<file path="src/rtl/disp_layer_regctrl.sv">
`default_nettype none
// ============================================================================
// Module  : disp_layer_regctrl
// Brief   : Display layer register block. Holds pending per-layer frame
//           addresses/enables, commits them to the active outputs on vsync,
//           tracks FIFO error flags, frame count and interrupt status.
// Revision: 1.0 - initial release
// ============================================================================
module disp_layer_regctrl #(
  parameter int NLAYER = 2,
  parameter int AW     = 29
) (
  input  logic                 ACLK,
  input  logic                 ARST,
  input  logic                 DSP_VSYNC_X,
  input  logic [15:0]          WRADDR,
  input  logic [3:0]           BYTEEN,
  input  logic                 WREN,
  input  logic [31:0]          WDATA,
  input  logic [15:0]          RDADDR,
  input  logic                 RDEN,
  output logic [31:0]          RDATA,
  output logic [NLAYER-1:0]    DISPON,
  output logic [NLAYER*AW-1:0] DISPADDR,
  output logic                 DSP_IRQ,
  input  logic [NLAYER-1:0]    BUF_UNDER,
  input  logic [NLAYER-1:0]    BUF_OVER
);

  // Word offsets (byte address >> 2) of the global registers
  localparam logic [9:0] c_off_status   = 10'h040;
  localparam logic [9:0] c_off_inten    = 10'h041;
  localparam logic [9:0] c_off_intstat  = 10'h042;
  localparam logic [9:0] c_off_framecnt = 10'h043;

  logic        w_wsel;
  logic        w_rsel;
  logic [9:0]  w_woff;
  logic [9:0]  w_roff;
  logic        w_wlayer;
  logic [31:0] w_bemask;
  logic        w_vev;
  logic        w_fifo_err;
  logic        w_lcfg_wr;
  logic [3:0]  w_lcfg_wr_vec;
  logic        w_wr_status;
  logic        w_wr_inten;
  logic        w_wr_intstat;
  logic [31:0] w_rd_data;
  logic        w_unused_bits;

  // Readback views padded to the full 4-layer map; absent layers read 0
  logic [31:0] w_rd_laddr [4];
  logic        w_rd_lctrl [4];
  logic [1:0]  w_rd_lfifo [4];

  logic        r_vs1;
  logic        r_vs2;
  logic        r_vs3;
  logic        r_vblank;
  logic        r_updpend;
  logic [1:0]  r_inten;
  logic [1:0]  r_intstat;
  logic [15:0] r_framecnt;
  logic [31:0] r_rdata;
  logic        r_irq;

  assign w_wsel    = WREN && (WRADDR[15:12] == 4'd0);
  assign w_rsel    = RDEN && (RDADDR[15:12] == 4'd0);
  assign w_woff    = WRADDR[11:2];
  assign w_roff    = RDADDR[11:2];
  assign w_wlayer  = (w_woff[9:4] == 6'd0);
  assign w_bemask  = {{8{BYTEEN[3]}}, {8{BYTEEN[2]}}, {8{BYTEEN[1]}}, {8{BYTEEN[0]}}};

  // Falling edge of the synchronised vsync; r_vs3 is the previous sample
  assign w_vev      = r_vs3 & ~r_vs2;
  assign w_fifo_err = (|BUF_UNDER) | (|BUF_OVER);
  assign w_lcfg_wr  = |w_lcfg_wr_vec;

  assign w_wr_status  = w_wsel && (w_woff == c_off_status)  && BYTEEN[0];
  assign w_wr_inten   = w_wsel && (w_woff == c_off_inten)   && BYTEEN[0];
  assign w_wr_intstat = w_wsel && (w_woff == c_off_intstat) && BYTEEN[0];

  // Address bits below word granularity and data bits above AW carry no state
  assign w_unused_bits = ^{WRADDR[1:0], RDADDR[1:0], WDATA, w_bemask};

  genvar n;
  generate
    for (n = 0; n < 4; n++) begin : g_lay
      if (n < NLAYER) begin : g_present
        logic [AW-1:0] r_laddr;
        logic [AW-1:0] r_dispaddr;
        logic          r_lctrl;
        logic          r_dispon;
        logic          r_under;
        logic          r_over;
        logic          w_sel_laddr;
        logic          w_sel_lctrl;
        logic          w_sel_lfifo;

        assign w_sel_laddr = w_wsel && w_wlayer && (w_woff[3:2] == 2'(n)) && (w_woff[1:0] == 2'd0);
        assign w_sel_lctrl = w_wsel && w_wlayer && (w_woff[3:2] == 2'(n)) && (w_woff[1:0] == 2'd1);
        assign w_sel_lfifo = w_wsel && w_wlayer && (w_woff[3:2] == 2'(n)) && (w_woff[1:0] == 2'd2)
                             && BYTEEN[0];

        // Pending config, vsync commit (uses pre-write values) and sticky FIFO flags
        always_ff @(posedge ACLK) begin
          if (ARST) begin
            r_laddr    <= '0;
            r_dispaddr <= '0;
            r_lctrl    <= 1'b0;
            r_dispon   <= 1'b0;
            r_under    <= 1'b0;
            r_over     <= 1'b0;
          end else begin
            if (w_sel_laddr)
              r_laddr <= (r_laddr & ~w_bemask[AW-1:0]) | (WDATA[AW-1:0] & w_bemask[AW-1:0]);
            if (w_sel_lctrl && BYTEEN[0])
              r_lctrl <= WDATA[0];
            if (w_vev && r_updpend) begin
              r_dispaddr <= r_laddr;
              r_dispon   <= r_lctrl;
            end
            r_under <= (r_under & ~(w_sel_lfifo & WDATA[0])) | BUF_UNDER[n];
            r_over  <= (r_over  & ~(w_sel_lfifo & WDATA[1])) | BUF_OVER[n];
          end
        end

        assign DISPON[n]             = r_dispon;
        assign DISPADDR[n*AW +: AW]  = r_dispaddr;
        assign w_rd_laddr[n]         = 32'(r_laddr);
        assign w_rd_lctrl[n]         = r_lctrl;
        assign w_rd_lfifo[n]         = {r_over, r_under};
        assign w_lcfg_wr_vec[n]      = w_sel_laddr | w_sel_lctrl;
      end else begin : g_absent
        assign w_rd_laddr[n]    = '0;
        assign w_rd_lctrl[n]    = 1'b0;
        assign w_rd_lfifo[n]    = 2'b00;
        assign w_lcfg_wr_vec[n] = 1'b0;
      end
    end
  endgenerate

  // Vsync synchroniser, global status/interrupt state, frame counter, IRQ and read data
  always_ff @(posedge ACLK) begin
    if (ARST) begin
      r_vs1      <= 1'b1;
      r_vs2      <= 1'b1;
      r_vs3      <= 1'b1;
      r_vblank   <= 1'b0;
      r_updpend  <= 1'b0;
      r_inten    <= 2'b00;
      r_intstat  <= 2'b00;
      r_framecnt <= 16'd0;
      r_rdata    <= 32'd0;
      r_irq      <= 1'b0;
    end else begin
      r_vs1 <= DSP_VSYNC_X;
      r_vs2 <= r_vs1;
      r_vs3 <= r_vs2;

      r_vblank <= (r_vblank & ~(w_wr_status & WDATA[0])) | w_vev;

      // A new write after (or during) a commit keeps the update pending
      if (w_lcfg_wr)
        r_updpend <= 1'b1;
      else if (w_vev)
        r_updpend <= 1'b0;

      if (w_wr_inten)
        r_inten <= WDATA[1:0];

      r_intstat <= (r_intstat & ~(w_wr_intstat ? WDATA[1:0] : 2'b00))
                   | {w_fifo_err, w_vev};

      if (w_vev)
        r_framecnt <= r_framecnt + 16'd1;

      r_irq <= |(r_intstat & r_inten);

      if (w_rsel)
        r_rdata <= w_rd_data;
    end
  end

  // Read mux over the register map as it stands before any same-cycle write
  always_comb begin
    w_rd_data = '0;
    if (w_roff[9:4] == 6'd0) begin
      case (w_roff[1:0])
        2'd0:    w_rd_data = w_rd_laddr[w_roff[3:2]];
        2'd1:    w_rd_data = {31'd0, w_rd_lctrl[w_roff[3:2]]};
        2'd2:    w_rd_data = {30'd0, w_rd_lfifo[w_roff[3:2]]};
        default: w_rd_data = '0;
      endcase
    end else begin
      case (w_roff)
        c_off_status:   w_rd_data = {30'd0, r_updpend, r_vblank};
        c_off_inten:    w_rd_data = {30'd0, r_inten};
        c_off_intstat:  w_rd_data = {30'd0, r_intstat};
        c_off_framecnt: w_rd_data = {16'd0, r_framecnt};
        default:        w_rd_data = '0;
      endcase
    end
  end

  assign RDATA   = r_rdata;
  assign DSP_IRQ = r_irq;

endmodule
`default_nettype wire

</file>
<file path="config.mk">
export PLATFORM = sky130hd
export DESIGN_NAME = disp_layer_regctrl
export DESIGN_NICKNAME = d
export VERILOG_FILES = /design/src/rtl/disp_layer_regctrl.sv
export SDC_FILE = /design/constraint.sdc
export NUM_CORES = 1
export LEC_CHECK = 0
export CAP_MARGIN = 20
export CELL_PAD_IN_SITES_DETAIL_PLACEMENT = 1
export CELL_PAD_IN_SITES_GLOBAL_PLACEMENT = 1
export CORE_ASPECT_RATIO = 0.75
export CORE_UTILIZATION = 34
export DETAILED_ROUTE_END_ITERATION = 12
export HOLD_SLACK_MARGIN = 0.12
export PLACE_DENSITY_LB_ADDON = 0.1
export REMOVE_ABC_BUFFERS = 1
export SYNTH_ARGS = -nofsm -noshare
export SYNTH_HDL_FRONTEND = slang
export SYNTH_SLANG_ARGS = --single-unit
</file>
<file path="constraint.sdc">
create_clock -name ACLK -period 1.97 [get_ports ACLK]
set_input_delay 0.197 -clock ACLK [delete_from_list [all_inputs] [get_ports ACLK]]
set_output_delay 0.197 -clock ACLK [all_outputs]
set_load 0.02 [all_outputs]
</file>
**Word level (Yosys, flattened, before mapping)**

Index checks and enable logic that the tools add are counted.

- Register bits after elaboration: 182
- Input bits: 77
- Output and inout port bits: 93

- Add/sub/neg operators: 1
- $lt $le $gt $ge: 1
- Equal/unequal tests: 12
- Mux-type cells: 15
- Bitwise operators: 36
- Reduce and logical (&&, ||, !) cells: 34

Operator list:

| cell | count |
|---|---|
| 32-bit two-way mux | 3 |
| 32-bit case mux with 3 select lines | 1 |
| 29-bit AND | 3 |
| 10-bit by 7-bit equality test with 1-bit output, second input constant | 7 |
| 32-bit binary-select mux with 2-bit select | 1 |
| 16-bit case mux with 4 select lines | 1 |
| 29-bit bitwise OR | 2 |
| 29-bit NOT | 1 |
| 1-bit logical AND | 22 |
| 16-bit by 1-bit adder with 16-bit output, second input constant | 1 |
| 6-bit zero test | 2 |
| 1-bit AND | 11 |
| 4-bit zero test | 2 |
| 1-bit bitwise OR | 8 |
| 2-bit OR reduction | 4 |
| 2-bit by 1-bit equality test with 1-bit output, second input constant | 3 |
| 2-bit zero test | 3 |
| 2-bit two-way mux | 3 |
| 1-bit NOT | 6 |
| 2-bit AND | 2 |
| 2-bit binary-select mux with 2-bit select | 1 |
| 2-bit equality test, second input constant | 2 |
| 1-bit two-way mux | 4 |
| 3-bit >= comparator, second input constant | 1 |
| other kinds (5) | 5 |

**Longest topological paths before layout**

- Word-level depth: 10
- Gate-level depth with buffers: 7
- Gate-level depth less buffers: 5

**Worst setup path before layout**

No wires, ideal clock.

- Path kind: register to register
- Start: register r_framecnt[0]
- End: register r_framecnt[14]
- Setup time: 0.070 ns
- Data arrival time: 1.757 ns
- Path slack: 0.143 ns
- Cell stages (with the launch flop): 7
- Period minus slack after synthesis: 1.827 ns
- Path through: dfxtp_1 ha_1 nand4b_1 or2_2 clkbuf_1 or4_1 a21oi_1

- Longest elaborated chain between the ends: 1

Ends and longest elaborated chain:

| what | RTL line | text |
|---|---|---|
| start: declaration | 64 | `logic [15:0] r_framecnt;` |
| start signal: assignment | 177 | `r_framecnt <= r_framecnt + 16'd1;` |
| 16-bit by 1-bit adder with 16-bit output | 177 |  |

Every way passes these cells.
A chain may end at the register's enable or synchronous reset.

**Worst setup path in the final report**

- Start: input port RDADDR[7]
- End: register r_rdata[26] (netlist: RDATA[26])

- Longest elaborated chain between the ends: 2

Ends and longest elaborated chain:

| what | RTL line | text |
|---|---|---|
| start: declaration | 20 | `input logic [15:0] RDADDR,` |
| 6-bit zero test | 189 | `if (w_roff[9:4] == 6'd0) begin` |
| 32-bit two-way mux | 189 |  |
| end signal: assignment | 182 | `r_rdata <= w_rd_data;` |
| end: declaration | 65 | `logic [31:0] r_rdata;` |

Every way passes these cells.

==> out/results.tsv <==
metric	value	unit
worst-margin pin slew	0.649	ns
cells on worst reg2reg path	5	
clock latency on the worst-skew pair	0.43	ns
fillers	2477	
critical-path cell list	clkdlybuf4s50_1, or4_1, nor4_4, buf_4, nand3_1, a21oi_1	
Ys Warns	0	
DR WL/cell	18.3	um
Highest Signal Layer	met4	
Max VDD drop	0.000506	V
Remaining DRCs	0	
met2 WL	10800	um
Crit Path Max Fanout	13	
detailed placement HPWL	16400	um
DRT iter0 DRCs	363	
Netlist cell types	46	
post-route total power	7.76	mW
DIE HEIGHT	131	um
Avg Cell Area, Syn	8.56	sq um
Final Hold Vio Count	0	
clock sink count	179	
Max-slew headroom	56.7	%
routed via count	6821	
layout cells sized above 1	12.2	%
FP Rows	46	
Worst EP arrival	2.17	ns
fin nets	1102	
DRT Pass-1 Iters	5	
post-route minimum period	1.82	ns
Die ar.	0.0226	sq mm
largest net degree at the start of global routing	82	
antenna violation net count after detailed routing	0	
leakage dissipation	3.43	nW
crit end category	flip-flop	
post-synthesis cell area	0.00749	sq mm
Post-CTS Setup Inserts	0	
DR WL met3	1060	um
post-layout util	47.8	%
WL final	24300	um
H-tree depth	4	
Crit path max-delay family	simple AND/OR/NAND/NOR gates	
RePlAce Congestion	0.744	
Min Hold Slack	0.193	ns
CP startpoint kind	primary input	
clk slew on worst S/H paths	0.07	ns
RSZ-0062 raised after global routing	no	
Crit path largest cell delay	0.66	ns
status	completed	
CTS Hold Bufs	0	
vias in the first global route	6866	
M1 wire length	12300	um
pre-CTS setup slack	-0.302	ns
Hold Path Cell Cnt	2	
DR vias/cell	5.14	
antenna violations before repair	0	
placed cells	1293	
Hold Path Class	in2reg	
PwrDens	760	mW/mm^2
CTS resizes	0	
number of cells on the critical path	6	
I/O Pins	170	
final worst-path cycle share	92.6	%
root buffer cell	clkbuf_16	
CTS tree	done	
Clock Tree Buf Depth	2	
total overflow reported by the global router	0	
Critical-path top delay cell	or4_1	
fin area	0.0102	sq mm
Setup TNS Final	0	ns
CTS buffer count	17	
max frequency	548	MHz
critical path type	in2reg	
Multi-input gate area	0.00356	sq mm
Synth Instances	875	
Max Transition Viols Final	0	
post-synthesis sequential area ratio	47.9	%
Seq. cell area	0.00358	sq mm
port bufs	159	
global-route wire length before repair	38600	um
Bufs and invs on worst path	2	
post-route insts no fill	1326	
core footprint	0.0214	sq mm
Final setup viols	0	
CP Data Required Time	2.32	ns
PnR worst setup slack	0.146	ns
worst-case clock skew	0.00952	ns
Yosys reg bits	179	
Die Wd	173	um
Max-Cap Viols	0	
Area growth syn-to-layout	36.4	%
placed cell areas	0.00958	sq mm
All-Layer GR Usage	21.9	%
Initial Util	35.1	%
[final cells by class]
cell class	instances	share of cell area, %
antenna	1	0.0245
clock buffer	18	4.20
clock inverter	14	1.96
inverter	5	0.184
multi-input combinational	618	34.9
sequential	179	35.1
tap	288	3.53
timing repair buffer	203	20.1
[path summary, 6_finish.rpt]
path                  from        endpoint  slack [ns]
max              RDADDR[7]       RDATA[26]        0.15
min                   ARST         DSP_IRQ        0.19
max reg2reg  r_framecnt[0]  r_framecnt[14]        0.16
min reg2reg          r_vs1           r_vs2        0.42
[power breakdown]
group,internal [mW],switching (mW)
Sequential,3.64,0.0147
Clock,2.14,1.51
Combinational,0.220,0.233
[cell usage in the layout, fill, tap and decap left out, types with 3 or more instances in the layout]
cell,count
dfxtp_1,179
clkdlybuf4s50_1,157
nand2_1,143
a21oi_1,129
nand3_1,65
o21ai_0,48
nor2_1,39
buf_4,33
nand2b_1,28
mux2_2,27
mux2i_1,20
clkbuf_16,17
a22oi_1,15
buf_12,11
a211oi_1,10
nand4_1,9
a211oi_2,8
xor2_1,7
o31ai_1,6
nand3b_1,6
inv_1,5
nor4_1,5
or4_1,5
nor3_1,5
nor2b_1,4
or2_2,4
bufinv_16,4
inv_6,4
and4_1,3
and4b_1,3
xnor2_1,3
conb_1,3
clkinvlp_4,3
[kinds of logic (layout without fill, tap and decap cells)]
family / count (synthesis) / count (layout) / synth area share (%)
adders and majority gates: 1 / 1 / 0.167
other: 1 / 4 / 0.0501
DFF: 179 / 179 / 47.9
muxes: 49 / 49 / 7.34
buffers and inverters: 80 / 240 / 4.70
AOI/OAI and AO/OA: 220 / 220 / 16.7
and+or+nand+nor: 335 / 335 / 22.0
xor gates and xnor gates: 10 / 10 / 1.17
[metal layers]
layer	GRT usage [%]	vias to the layer above
met5	0	-
met4	4.01	0
met3	3.82	9
met2	33.9	141
met1	32.1	3320
li1	-	3351
[worst register-to-register path, cell delays in order, from the launching register on]
cell and delay, ns:
dfxtp_1 0.34, ha_1 0.22, nand4b_1 0.16, or2_2 0.36, or4_1 0.51, a21oi_1 0.15
[cells in the mapped netlist, drive strengths merged]
cell type  number  area [sq um]
nor4b           2          17.5
a21oi         129           646
xnor2           3          26.3
and3            2          12.5
or2             4          25.0
and2            2          12.5
a32oi           1          8.76
nand3b          6          45.0
nand4          10          77.6
or3b            1          8.76
o21ai          48           240
nor2b           4          25.0
mux2i          20           200
a311oi          2          17.5
nand3          65           325
inv             5          18.8
a211oi         18           175
and4b           3          30.0
a22oi          15           113
mux2           27           304
a221oi          1          8.76
nand2         144           541
nand2b         28           175
buf            16           111
nor2           39           146
nor3            5          25.0
nor3b           1          7.51
dfxtp         179          3580
nor4            7          73.8
nand4b          1          8.76
ha              1          12.5
xor2            7          61.3
and4bb          1          12.5
o31ai           6          45.0
mux4            2          45.0
and4            3          26.3
or3             2          12.5
conb            1          3.75
or4             5          37.5
clkbuf         59           221
Power figures use the tool's default switching activity.
